[src/rtl/mem_bus_pkg.sv]
// Shared types and constants for the picorv32 native-interface bus fabric.
package mem_bus_pkg;

    typedef enum logic [1:0] {
        IDLE,
        ACTIVE,
        RESP
    } bus_state_t;

    localparam logic [31:0] BUS_ERR_RDATA = 32'hDEADBEEF;
    localparam int          MEM_ADDR_W    = 32;
    localparam int          MEM_STRB_W    = 4;
    localparam int          MAX_SLAVES    = 16;

endpackage

[src/rtl/mem_bus_decoder.sv]
// Combinational address match with lowest-index priority: one-hot hit, binary sel, no-match flag.
module mem_bus_decoder
    import mem_bus_pkg::*;
#(
    parameter int                       N_SLAVES   = 5,
    parameter int                       SEL_W      = 3,
    parameter logic [N_SLAVES*32-1:0]   SLAVE_BASE = {N_SLAVES{32'h0}},
    parameter logic [N_SLAVES*32-1:0]   SLAVE_MASK = {N_SLAVES{32'hFF000000}}
) (
    input  logic [MEM_ADDR_W-1:0] addr,
    output logic [N_SLAVES-1:0]   hit,
    output logic [SEL_W-1:0]      sel,
    output logic                  no_match
);

    // Scan from the top down so the lowest matching index is the last one written.
    always_comb begin
        hit      = '0;
        sel      = '0;
        no_match = 1'b1;
        for (int i = N_SLAVES - 1; i >= 0; i--) begin
            if ((addr & SLAVE_MASK[32*i +: 32]) == SLAVE_BASE[32*i +: 32]) begin
                hit      = '0;
                hit[i]   = 1'b1;
                sel      = SEL_W'(i);
                no_match = 1'b0;
            end
        end
    end

endmodule

[src/rtl/mem_bus_fabric.sv]
// Single-master, N-slave fabric for the picorv32 native memory interface.
// Optional slave-stall abort is enabled by defining MEM_BUS_TIMEOUT_EN.
module mem_bus_fabric
    import mem_bus_pkg::*;
#(
    parameter int                       N_SLAVES       = 5,
    parameter logic [N_SLAVES*32-1:0]   SLAVE_BASE     = {N_SLAVES{32'h0}},
    parameter logic [N_SLAVES*32-1:0]   SLAVE_MASK     = {N_SLAVES{32'hFF000000}},
    parameter int                       TIMEOUT_CYCLES = 255
) (
    input  logic                     clk,
    input  logic                     reset,
    input  logic                     mem_valid_i,
    input  logic [MEM_ADDR_W-1:0]    mem_addr_i,
    input  logic [31:0]              mem_wdata_i,
    input  logic [MEM_STRB_W-1:0]    mem_wstrb_i,
    output logic                     mem_ready_o,
    output logic [31:0]              mem_rdata_o,
    output logic [N_SLAVES-1:0]      s_valid_o,
    output logic [MEM_ADDR_W-1:0]    s_addr_o,
    output logic [31:0]              s_wdata_o,
    output logic [MEM_STRB_W-1:0]    s_wstrb_o,
    input  logic [N_SLAVES-1:0]      s_ready_i,
    input  logic [N_SLAVES*32-1:0]   s_rdata_i,
    output logic                     bus_err_o
);

    localparam int SEL_W = (N_SLAVES > 1) ? $clog2(N_SLAVES) : 1;

    if (N_SLAVES < 1 || N_SLAVES > MAX_SLAVES || TIMEOUT_CYCLES < 1 || TIMEOUT_CYCLES > 65535)
    begin : g_param_check
        $error("mem_bus_fabric: N_SLAVES or TIMEOUT_CYCLES out of range");
    end

    logic [N_SLAVES-1:0] hit;
    logic [SEL_W-1:0]    sel;
    logic [SEL_W-1:0]    sel_q;
    logic                no_match;
    bus_state_t          state;
`ifdef MEM_BUS_TIMEOUT_EN
    logic [15:0]         timeout_cnt;
`endif

    mem_bus_decoder #(
        .N_SLAVES   (N_SLAVES),
        .SEL_W      (SEL_W),
        .SLAVE_BASE (SLAVE_BASE),
        .SLAVE_MASK (SLAVE_MASK)
    ) u_decoder (
        .addr     (mem_addr_i),
        .hit      (hit),
        .sel      (sel),
        .no_match (no_match)
    );

    // Only the slave latched at decode time may complete the access; writes always answer 0.
    always_ff @(posedge clk) begin
        if (reset) begin
            state       <= IDLE;
            sel_q       <= '0;
            mem_ready_o <= 1'b0;
            mem_rdata_o <= '0;
            s_valid_o   <= '0;
            s_addr_o    <= '0;
            s_wdata_o   <= '0;
            s_wstrb_o   <= '0;
            bus_err_o   <= 1'b0;
`ifdef MEM_BUS_TIMEOUT_EN
            timeout_cnt <= '0;
`endif
        end else begin
            case (state)
                IDLE: begin
                    if (mem_valid_i) begin
                        s_addr_o  <= mem_addr_i;
                        s_wdata_o <= mem_wdata_i;
                        s_wstrb_o <= mem_wstrb_i;
                        if (no_match) begin
                            state       <= RESP;
                            mem_ready_o <= 1'b1;
                            mem_rdata_o <= '0;
                            bus_err_o   <= 1'b1;
                        end else begin
                            state     <= ACTIVE;
                            s_valid_o <= hit;
                            sel_q     <= sel;
`ifdef MEM_BUS_TIMEOUT_EN
                            timeout_cnt <= '0;
`endif
                        end
                    end
                end
                ACTIVE: begin
                    if (s_ready_i[sel_q]) begin
                        state       <= RESP;
                        s_valid_o   <= '0;
                        mem_ready_o <= 1'b1;
                        mem_rdata_o <= (s_wstrb_o == '0) ? s_rdata_i[32*sel_q +: 32] : '0;
                    end
`ifdef MEM_BUS_TIMEOUT_EN
                    else if (timeout_cnt == 16'(TIMEOUT_CYCLES - 1)) begin
                        state       <= RESP;
                        s_valid_o   <= '0;
                        mem_ready_o <= 1'b1;
                        mem_rdata_o <= BUS_ERR_RDATA;
                        bus_err_o   <= 1'b1;
                    end else begin
                        timeout_cnt <= timeout_cnt + 16'd1;
                    end
`endif
                end
                RESP: begin
                    state       <= IDLE;
                    mem_ready_o <= 1'b0;
                    mem_rdata_o <= '0;
                end
                default: state <= IDLE;
            endcase
        end
    end

endmodule

[config.mk]
export PLATFORM = sky130hd
export DESIGN_NAME = mem_bus_fabric
export DESIGN_NICKNAME = d
export VERILOG_FILES = /design/src/rtl/mem_bus_pkg.sv /design/src/rtl/mem_bus_decoder.sv /design/src/rtl/mem_bus_fabric.sv
export SDC_FILE = /design/constraint.sdc
export NUM_CORES = 1
export LEC_CHECK = 0
export ABC_AREA = 0
export ABC_CLOCK_PERIOD_IN_PS = 1920
export BUFFER_PORTS_ARGS = -buffer_cell sky130_fd_sc_hd__buf_2
export CORE_AREA = 5 5 129 131
export CTS_CLUSTER_SIZE = 12
export DETAILED_ROUTE_END_ITERATION = 10
export DIE_AREA = 0 0 134 136
export GPL_TIMING_DRIVEN = 0
export HOLD_SLACK_MARGIN = 0.06
export PLACE_DENSITY = 0.56
export SLEW_MARGIN = 15
export SYNTH_ARGS = -nofsm -noshare
export SYNTH_HDL_FRONTEND = slang
export SYNTH_SLANG_ARGS = --single-unit
[constraint.sdc]
create_clock -name clk -period 1.92 [get_ports clk]
set_input_delay 0.288 -clock clk [delete_from_list [all_inputs] [get_ports clk]]
set_output_delay 0.288 -clock clk [all_outputs]
set_load 0.005 [all_outputs]
==> run metrics <==
Combinational Power Share 0.103; Layout area overhead 43.26%; Bufs on Longest Clock Path 2; Post-Syn Area per Cell 9.026 µm²; overall routed net length 11.46 mm; Sequential Power Share 0.494; Post-CTS Setup Bufs 0; Seq cells post-synth 105; Worst setup SP type flip-flop; cts repair resizes 0; drt first-iter violations 88; routed vias/inst 4.239; Max Clock Skew 0.008255 ns; die footprint 18220 µm²; Reg clk slew, reported paths 0.07 ns; Worst Hold Class in2reg; final hold slack 0.1570 ns; arrival time worst endpoint 1.94 ns; minimum clock period 1.675 ns; H-Tree Depth 3; Die W 134 µm; layout cell share with drive strength beyond 1 0.3924; RSZ-0062 raised after global routing false; Cell Area, Synth 3674 µm²; setup TNS 0 ns; core area 15480 µm²; Clk Tree Root Cell clkbuf_16; Setup crit end s_addr_o[17]$_SDFFE_PP0P_; commonest non-fill, non-tap cell in the layout buf_2; Yosys warnings 0; post-synthesis cell type count 25; ANT nets after route 0; DR pass1 iterations 4; most frequent cells in the layout 211 x buf_2, 140 x nand2_1, 105 x dfxtp_1; slew margin rel. 0.6220; # DRC 0; GP Congestion 0.7567; total global-route track usage 0.1234; P_sw 1.134 mW; status complete, no violations; global-route wire length before repair 17.82 mm; vias in the first global route 3398; worst skew pair latency 0.34 ns; final setup fails 0; clock buffer count from CTS 9; LEAKAGE 2.524 nW; Sw Ratio 0.2430; CTS tree done; reg2reg end s_addr_o[17]$_SDFFE_PP0P_; fin crit share 0.8721; flop-to-flop setup slack 0.25 ns; Critical Path Max Stage Delay 0.48 ns; CP Capture Type flip-flop; Initial Utilization 0.2373; CTS Hold Buffers Added 0; Cell Rows 46; initial antenna violation count 2; half-perimeter wire length after placement 8.763 mm; IO buf count 206; critical path peak fanout 10; total stage count of the critical path 5; Via Count 3497; Max Slew Vio Count 0; nets@finish 863; Reg2Reg Launch Point state[1]$_SDFFE_PP0P_; R2R cell count 5; maxcap violations 0; CP cell instances buf_4, nor3_4, clkbuf_1, nand2_1, a21oi_1; Final Hold Fails 0; Max Freq 0.5972 GHz; Power per Cell Area 887.0 nW/µm²; Synth Instances 407; non-filler cells, final 825; Sink Count 105; CP top delay family buffers and inverters; Peak VDD IR 0.0005431 V; critical path's slowest cell clkbuf_1; Critical path buffers and inverters 2; pin count of the biggest net entering global routing 18; Worst setup startpoint state[1]$_SDFFE_PP0P_; placed instance count 808; critical path required time 2.18 ns; Avg WL per Cell 13.89 µm; Die Ht 136 µm; pre-CTS setup slack 0.1888 ns; total internal power 3.534 mW; Clock power frac 0.403; GRT Residual Overflow 0; I/O pins 343; Filler cells 1682; Final WS setup 0.2455 ns; Worst Tran Pin Value 0.5671 ns; register area share after synthesis 0.5722; critical path class reg2reg
-- routing by layer --
| metal | share of wire | global-route usage | vias to the layer above | routed length (µm) |
|---|---|---|---|---|
| met4 | 0.015 | 0.04457 | 2 | 167 |
| met3 | 0.13 | 0.06736 | 12 | 1519 |
| met5 | 0.0011 | 0 | - | 13 |
| met1 | 0.42 | 0.1415 | 1531 | 4802 |
| met2 | 0.43 | 0.1948 | 152 | 4958 |
| li1 | - | - | 1800 | - |
-- cells by family (layout without fill, tap and decap cells) --
kind of cell,Yosys count,in the layout,share of synthesized area
AOI/OAI and AO/OA,108,108,0.1887
buffers and inverters,38,260,0.06097
DFF,105,105,0.5722
other,1,5,0.001021
and+or+nand+nor,155,155,0.1771
-- power by group through the flow --
stage | logic, mW | clock network (mW) | registers (mW)
after detailed placement | 0.491 | 0 | 2.36
after CTS | 0.494 | 1.96 | 2.31
after global placement | 0.496 | 0 | 2.35
final | 0.479 | 1.88 | 2.31
after global routing | 0.546 | 2.05 | 2.32
after floorplan | 0.207 | 0 | 2.36
-- worst min-delay path by stage --
stage | startpoint | endpoint | slack, ns | cells after the start
2_1_floorplan | s_rdata_i[10] | mem_rdata_o[10]$_SDFFE_PP0P_ | 0.41 | 1
3_3_place_gp | s_wdata_o[3]$_SDFFE_PP0P_ | s_wdata_o[3]$_SDFFE_PP0P_ | 0.44 | 2
3_5_place_dp | s_addr_o[8]$_SDFFE_PP0P_ | s_addr_o[8]$_SDFFE_PP0P_ | 0.44 | 2
4_1_cts | s_rdata_i[9] | mem_rdata_o[9]$_SDFFE_PP0P_ | 0.14 | 2
5_1_grt | s_rdata_i[0] | mem_rdata_o[0]$_SDFFE_PP0P_ | 0.15 | 2
6_report | s_rdata_i[1] | mem_rdata_o[1]$_SDFFE_PP0P_ | 0.16 | 2
-- per-stage QoR --
step	cell area, µm²	total power [mW]	utilization
finish	5263	4.668	0.3399
floorplan	3685	2.572	-
global placement	4956	2.850	0.3201
global route	5263	4.912	0.3399
detailed placement	4956	2.849	0.3201
CTS	5260	4.759	0.3397
-- flip-flops by register name (all words and copies together) (netlist names) --
signal       cells
s_valid_o        1
s_wdata_o       32
s_wstrb_o        4
bus_err_o        1
state            2
s_addr_o        32
mem_rdata_o     32
mem_ready_o      1
-- synthesized netlist by cell type --
cell,count,area (µm²)
nand2_1,140,525.5
dfxtp_1,105,2102
a21oi_1,69,345.3
a22o_1,30,262.8
clkbuf_1,17,63.81
buf_6,7,78.83
buf_4,6,45.04
buf_2,5,25.02
nor2_1,4,15.01
nor3_1,4,20.02
inv_1,3,11.26
a22o_2,2,20.02
nor4_4,2,42.54
o21ai_0,2,10.01
a21oi_4,1,16.27
a221oi_1,1,8.760
a41oi_1,1,8.760
and3_1,1,6.260
conb_1,1,3.750
nand2b_1,1,6.260
nand3_2,1,10.01
nor3_4,1,16.27
nor4b_1,1,8.760
o22ai_2,1,12.51
o31a_1,1,8.760
-- area by class of cell --
cell class | count | area, µm² | area share
clock buffers | 10 | 239.0 | 0.04541
plain buffers | 35 | 212.7 | 0.04042
multi-input cells | 267 | 1359 | 0.2582
well taps | 192 | 240.2 | 0.04565
clock inverters | 6 | 65.06 | 0.01236
inverters | 3 | 11.26 | 0.002140
diodes | 1 | 2.502 | 0.0004755
flip-flops and latches | 105 | 2102 | 0.3994
repair buffers | 206 | 1031 | 0.1959
No activity file was read; power rests on OpenSTA's default activity.
